==> config.mk <==
export PLATFORM = sky130hd
export DESIGN_NAME = lcd_data_format_adapter_ram_arbiter
export DESIGN_NICKNAME = d
export VERILOG_FILES = /design/src/rtl/lcd_data_format_adapter_ram_arbiter.sv
export SDC_FILE = /design/constraint.sdc
export NUM_CORES = 1
export LEC_CHECK = 0
export CAP_MARGIN = 20
export CORE_AREA = 3 3 48 61
export DETAILED_ROUTE_END_ITERATION = 8
export DIE_AREA = 0 0 51 64
export GPL_TIMING_DRIVEN = 1
export PLACE_DENSITY = 0.83
export SLEW_MARGIN = 30
export SYNTH_ARGS = -nofsm -noshare
export SYNTH_HDL_FRONTEND = slang
export SYNTH_SLANG_ARGS = --single-unit
==> constraint.sdc <==
create_clock -name clk -period 3.7 [get_ports clk]
set_input_delay 0.555 -clock clk [delete_from_list [all_inputs] [get_ports clk]]
set_output_delay 0.555 -clock clk [all_outputs]
set_load 0.02 [all_outputs]
==> src/rtl/lcd_data_format_adapter_ram_arbiter.sv <==
// -----------------------------------------------------------------------------
// lcd_data_format_adapter_ram_arbiter
//
// Purpose:
//    Shares one dual-port RAM (independent write and read ports) between two
//    Avalon-MM style requesters, A and B. The write port and the read port are
//    arbitrated independently every cycle, so a write from one requester and a
//    read from the other are both granted in the same cycle. Read results
//    return two cycles after acceptance through a small valid/owner pipeline.
//
// Configuration:
//    LCD_RAM_ARB_ROUND_ROBIN_EN - when defined, each RAM port keeps a
//    "last granted" pointer and a conflict goes to the requester that was not
//    granted last. When undefined, requester A always wins a conflict and no
//    pointer state exists.
//
// Parameters:
//    DATA_WIDTH     - data width of the RAM and both requesters
//    ADDRESS_WIDTH  - address width of the RAM and both requesters
//
// Ports:
//    clk, reset                         - clock, synchronous active-high reset
//    a_address/a_writedata              - requester A command address / data
//    a_write/a_read                     - requester A command strobes
//    a_waitrequest                      - A command not accepted this cycle
//    a_readdata/a_readdatavalid         - A read return data and qualifier
//    b_*                                - same set for requester B
//    ram_wr_address/writedata/write     - shared RAM write port
//    ram_wr_waitrequest                 - RAM write port busy (memory clear)
//    ram_rd_address                     - shared RAM read address
//    ram_rd_readdata                    - RAM read data, 2 cycles after address
// -----------------------------------------------------------------------------
module lcd_data_format_adapter_ram_arbiter #(
   parameter int DATA_WIDTH    = 8,
   parameter int ADDRESS_WIDTH = 4
) (
   input  logic                     clk,
   input  logic                     reset,

   input  logic [ADDRESS_WIDTH-1:0] a_address,
   input  logic [DATA_WIDTH-1:0]    a_writedata,
   input  logic                     a_write,
   input  logic                     a_read,
   output logic                     a_waitrequest,
   output logic [DATA_WIDTH-1:0]    a_readdata,
   output logic                     a_readdatavalid,

   input  logic [ADDRESS_WIDTH-1:0] b_address,
   input  logic [DATA_WIDTH-1:0]    b_writedata,
   input  logic                     b_write,
   input  logic                     b_read,
   output logic                     b_waitrequest,
   output logic [DATA_WIDTH-1:0]    b_readdata,
   output logic                     b_readdatavalid,

   output logic [ADDRESS_WIDTH-1:0] ram_wr_address,
   output logic [DATA_WIDTH-1:0]    ram_wr_writedata,
   output logic                     ram_wr_write,
   input  logic                     ram_wr_waitrequest,

   output logic [ADDRESS_WIDTH-1:0] ram_rd_address,
   input  logic [DATA_WIDTH-1:0]    ram_rd_readdata
);

   // Grant decisions for the current cycle
   logic                     w_wr_gnt_a;
   logic                     w_wr_gnt_b;
   logic                     w_rd_gnt_a;
   logic                     w_rd_gnt_b;
   logic [ADDRESS_WIDTH-1:0] w_rd_address;

   // Last accepted read address, presented while the read port is idle
   logic [ADDRESS_WIDTH-1:0] r_rd_address;

   // Read return pipeline: stage 1 = accepted last edge, stage 2 = data now
   logic                     r_s1_valid;
   logic                     r_s1_owner_b;
   logic                     r_s2_valid;
   logic                     r_s2_owner_b;

`ifdef LCD_RAM_ARB_ROUND_ROBIN_EN
   // 1 = requester B was granted last on that port
   logic                     r_wr_last_b;
   logic                     r_rd_last_b;
`endif

   // Write port arbitration; a busy RAM write port (memory clear) blocks both
   always_comb begin
      w_wr_gnt_a = 1'b0;
      w_wr_gnt_b = 1'b0;
      if (reset || ram_wr_waitrequest) begin
         w_wr_gnt_a = 1'b0;
         w_wr_gnt_b = 1'b0;
      end else if (a_write && b_write) begin
`ifdef LCD_RAM_ARB_ROUND_ROBIN_EN
         if (r_wr_last_b) begin
            w_wr_gnt_a = 1'b1;
         end else begin
            w_wr_gnt_b = 1'b1;
         end
`else
         w_wr_gnt_a = 1'b1;
`endif
      end else begin
         w_wr_gnt_a = a_write;
         w_wr_gnt_b = b_write;
      end
   end

   // Read port arbitration, independent of the write port
   always_comb begin
      w_rd_gnt_a = 1'b0;
      w_rd_gnt_b = 1'b0;
      if (reset) begin
         w_rd_gnt_a = 1'b0;
         w_rd_gnt_b = 1'b0;
      end else if (a_read && b_read) begin
`ifdef LCD_RAM_ARB_ROUND_ROBIN_EN
         if (r_rd_last_b) begin
            w_rd_gnt_a = 1'b1;
         end else begin
            w_rd_gnt_b = 1'b1;
         end
`else
         w_rd_gnt_a = 1'b1;
`endif
      end else begin
         w_rd_gnt_a = a_read;
         w_rd_gnt_b = b_read;
      end
   end

   // Read address mux; holds the last granted address when the port is idle
   always_comb begin
      w_rd_address = r_rd_address;
      if (w_rd_gnt_a) begin
         w_rd_address = a_address;
      end else if (w_rd_gnt_b) begin
         w_rd_address = b_address;
      end else begin
         w_rd_address = r_rd_address;
      end
   end

   // Waitrequest is combinational so a granted command completes this cycle;
   // during reset both requesters are held off regardless of their strobes.
   assign a_waitrequest = reset | (a_write & ~w_wr_gnt_a) | (a_read & ~w_rd_gnt_a);
   assign b_waitrequest = reset | (b_write & ~w_wr_gnt_b) | (b_read & ~w_rd_gnt_b);

   assign ram_wr_write     = w_wr_gnt_a | w_wr_gnt_b;
   assign ram_wr_address   = w_wr_gnt_b ? b_address   : a_address;
   assign ram_wr_writedata = w_wr_gnt_b ? b_writedata : a_writedata;
   assign ram_rd_address   = w_rd_address;

   // RAM read data is broadcast; only the owner's valid marks it as its result
   assign a_readdata      = ram_rd_readdata;
   assign b_readdata      = ram_rd_readdata;
   assign a_readdatavalid = r_s2_valid & ~r_s2_owner_b & ~reset;
   assign b_readdatavalid = r_s2_valid &  r_s2_owner_b & ~reset;

   // Read address hold register and two-stage read return pipeline
   always_ff @(posedge clk) begin
      if (reset) begin
         r_rd_address <= {ADDRESS_WIDTH{1'b0}};
         r_s1_valid   <= 1'b0;
         r_s1_owner_b <= 1'b0;
         r_s2_valid   <= 1'b0;
         r_s2_owner_b <= 1'b0;
      end else begin
         r_rd_address <= w_rd_address;
         r_s1_valid   <= w_rd_gnt_a | w_rd_gnt_b;
         r_s1_owner_b <= w_rd_gnt_b;
         r_s2_valid   <= r_s1_valid;
         r_s2_owner_b <= r_s1_owner_b;
      end
   end

`ifdef LCD_RAM_ARB_ROUND_ROBIN_EN
   // Last-granted pointers; reset leaves B as last granted so A wins first
   always_ff @(posedge clk) begin
      if (reset) begin
         r_wr_last_b <= 1'b1;
         r_rd_last_b <= 1'b1;
      end else begin
         if (w_wr_gnt_a || w_wr_gnt_b) begin
            r_wr_last_b <= w_wr_gnt_b;
         end else begin
            r_wr_last_b <= r_wr_last_b;
         end
         if (w_rd_gnt_a || w_rd_gnt_b) begin
            r_rd_last_b <= w_rd_gnt_b;
         end else begin
            r_rd_last_b <= r_rd_last_b;
         end
      end
   end
`endif

endmodule

==> results_dict.tcl <==
set metrics [dict create \
    status "complete, no violations" \
    finalClockSkew_ns 0.00784 \
    hold_viol 0 \
    rows 20 \
    start_util 0.308 \
    grt_max_degree 19 \
    clk_path_buf_depth 2 \
    rsz0062_at_grt "false" \
    cp-start-kind "primary input" \
    crit_type "in -> out" \
    syn-instance-count 77 \
    synth_ff_type "dfxtp_1" \
    cts_root_buf "clkbuf_4" \
    worst-path-buf-inv 2 \
    antenna_found_initial 0 \
    num_antenna_cells 0 \
    layout_min_cycle_time_ns 3.03 \
    syn_nets 116 \
    fin_crit_sh 0.819 \
    synth_compound_area_frac 0.127 \
    p_clk_frac 0.231 \
    synth_edf_count 0 \
    max_freq_ghz 0.330 \
    dr.pass1.iters 2 \
    cp_max_fo 11 \
    grt_use_total 0.136 \
    die_h_um 64 \
    cts_resized 0 \
    critical_path_arrival_ns 2.47 \
    p_comb_frac 0.440 \
    port_buffers 51 \
    cts_hold_buf 0 \
    slowest_delay_ns 0.62 \
    layout-drive-gt1-share 0.188 \
    synthAdderAreaFrac 0 \
    synth.area.mux_share 0.234 \
    chipWidth_um 51 \
    setup_viol 0 \
    syn_area_um2 748 \
    hold_path_class "reg -> reg" \
    synth-async-reset-ratio 0 \
    nNetsFinal 153 \
    dpl.hpwl_um 1700 \
    required_ns 3.14 \
    power.switching_mw 0.0822 \
    critPathSlowestCell "clkdlybuf4s50_1" \
    peakVddDrop_v 0.000156 \
    cts_tree "done" \
    worst_pin_slew_ns 0.421 \
    setup_tns_ns 0 \
    synth_xor_area_frac 0 \
    power_density_nw_per_um2 242 \
    grt_pass1_vias 810 \
    wirelength_um 2040 \
    slew_headroom 0.719 \
    ys_seq_area_frac 0.214 \
    swShare 0.288 \
    num_vias 709 \
    cap_violations 0 \
    numCtsBuffers 3 \
    gp_congestion 0.685 \
    wl_per_cell_um 14.0 \
    postRouteAntennaNets 0 \
    ys_warn_count 0 \
    htree_levels 1 \
    leakagePower_nw 0.456 \
    dieArea_um2 3260 \
    io_pins 76 \
    synth_top_family_by_area "multiplexers" \
    cts_sinks 8 \
    core_um2 2430 \
    grt_pass1_wl_um 3450 \
    cp_common_cell "clkdlybuf4s50_1" \
    crit_family "buffers and inverters" \
    p_int_mw 0.203 \
    post_cts_buffers 0 \
    clock_latency_ns 0.25 \
    clk_pin_slew_worst_paths_ns 0.05 \
    pwr-share-seq 0.329 \
    syn_avg_cell_area_um2 9.72 \
    path_cells "clkdlybuf4s50_1, o21bai_1, a221o_1, clkdlybuf4s50_1" \
    synth_simple_gate_area_frac 0.206 \
    globalRouteOverflowTotal 0 \
    initialDrtViolationCount 15 \
    total_power_mw 0.285 \
    synthToLayoutAreaGrowth_pct 57.9 \
    ys_ff_latch 8 \
    vias_per_cell 4.89 \
    ys_types 24 \
    cp-end-kind "output port" \
    drcViolationCount 0 \
    maxSlewViolCount 0 \
]
==> flip-flops by register name (all words and copies together), names as in the netlist <==
register,cells
r_rd_address,4
r_s1_owner_b,1
r_s1_valid,1
r_s2_owner_b,1
r_s2_valid,1
==> layout by cell type (no fill, tap or decap) <==
cell,netlist,routed
mux2i_1,4,4
mux2_2,12,12
and2b_1,2,2
nor4bb_1,1,1
a21oi_1,1,1
nor4b_4,1,1
nor2b_1,5,5
inv_1,2,2
buf_4,16,2
nor3_1,1,1
nor2_1,1,1
clkdlybuf4s50_1,0,51
and3b_1,1,1
nor3b_1,2,2
a211oi_1,4,4
o21bai_1,1,1
dfxtp_1,8,8
o21ai_0,1,1
clkbuf_4,0,3
nand2_1,1,1
a221o_1,4,4
a21o_1,1,1
and4bb_2,3,3
==> routing by layer <==
metal / up-vias / GRT usage / routed length (um)
li1: 337 / - / -
met1: 325 / 0.134 / 697
met2: 45 / 0.258 / 1110
met3: 2 / 0.0583 / 220
met4: 0 / 0.0236 / 4
met5: - / 0 / 0
==> kinds of logic after synthesis <==
family	Yosys count
buffers and inverters	23
AND/OR/NAND/NOR	18
multiplexers	16
AO/OA/AOI/OAI	12
flip-flops	8
==> synth_stat cells, types with 2 or more instances <==
master | n | area share
buf_2 | 2 | 0.013
and2b_1 | 2 | 0.020
nor3b_1 | 2 | 0.020
a221o_1 | 4 | 0.054
inv_1 | 2 | 0.010
and4bb_2 | 3 | 0.050
buf_4 | 16 | 0.16
nor2b_1 | 5 | 0.042
buf_6 | 2 | 0.030
mux2_2 | 12 | 0.18
dfxtp_1 | 8 | 0.21
a211oi_1 | 4 | 0.040
mux2i_1 | 4 | 0.054
==> through the flow <==
stage | worst slack [ns] | hold slack (ns) | std cells | cell area (um2) | utilization
floorplan | 1.58 | 0.411 | 77 | 748 | -
global placement | 0.691 | 0.415 | 142 | 1160 | 0.477
detailed placement | 0.653 | 0.418 | 142 | 1160 | 0.477
finish | 0.671 | 0.429 | 145 | 1180 | 0.487
global route | 0.559 | 0.481 | 145 | 1180 | 0.487
CTS | 0.655 | 0.434 | 145 | 1180 | 0.487
==> power groups by stage <==
stage / clock, mW / combinational, mW / sequential (mW)
6_report: 0.0658 / 0.126 / 0.0939
5_1_grt: 0.0731 / 0.135 / 0.0946
4_1_cts: 0.0673 / 0.127 / 0.0939
3_5_place_dp: 0 / 0.127 / 0.0958
3_3_place_gp: 0 / 0.125 / 0.0953
2_1_floorplan: 0 / 0.0830 / 0.0949
==> worst paths after layout <==
| kind | from | end | slack (ns) | cells after the start |
|---|---|---|---|---|
| max | b_read | ram_rd_address[1] | 0.67 | 4 |
| min | r_s1_owner_b | r_s2_owner_b | 0.43 | 1 |
| max reg2reg | r_rd_address[1] | r_rd_address[1] | 2.95 | 2 |
| min reg2reg | r_s1_owner_b | r_s2_owner_b | 0.43 | 1 |
==> cell type report <==
class,count,area [um2]
fill,249,1250
timing repair buffer,53,526
multi-input combinational,46,424
sequential,8,160
tap,33,41.3
clock buffer,3,22.5
inverter,2,7.51
==> worst reg2reg max path, delay by kind of cell (launching register included) <==
kind / cells / cell delay (ns)
multiplexers: 1 / 0.08
flip-flops: 1 / 0.35
AO/OA/AOI/OAI: 1 / 0.24
Power figures use the tool's default switching activity.
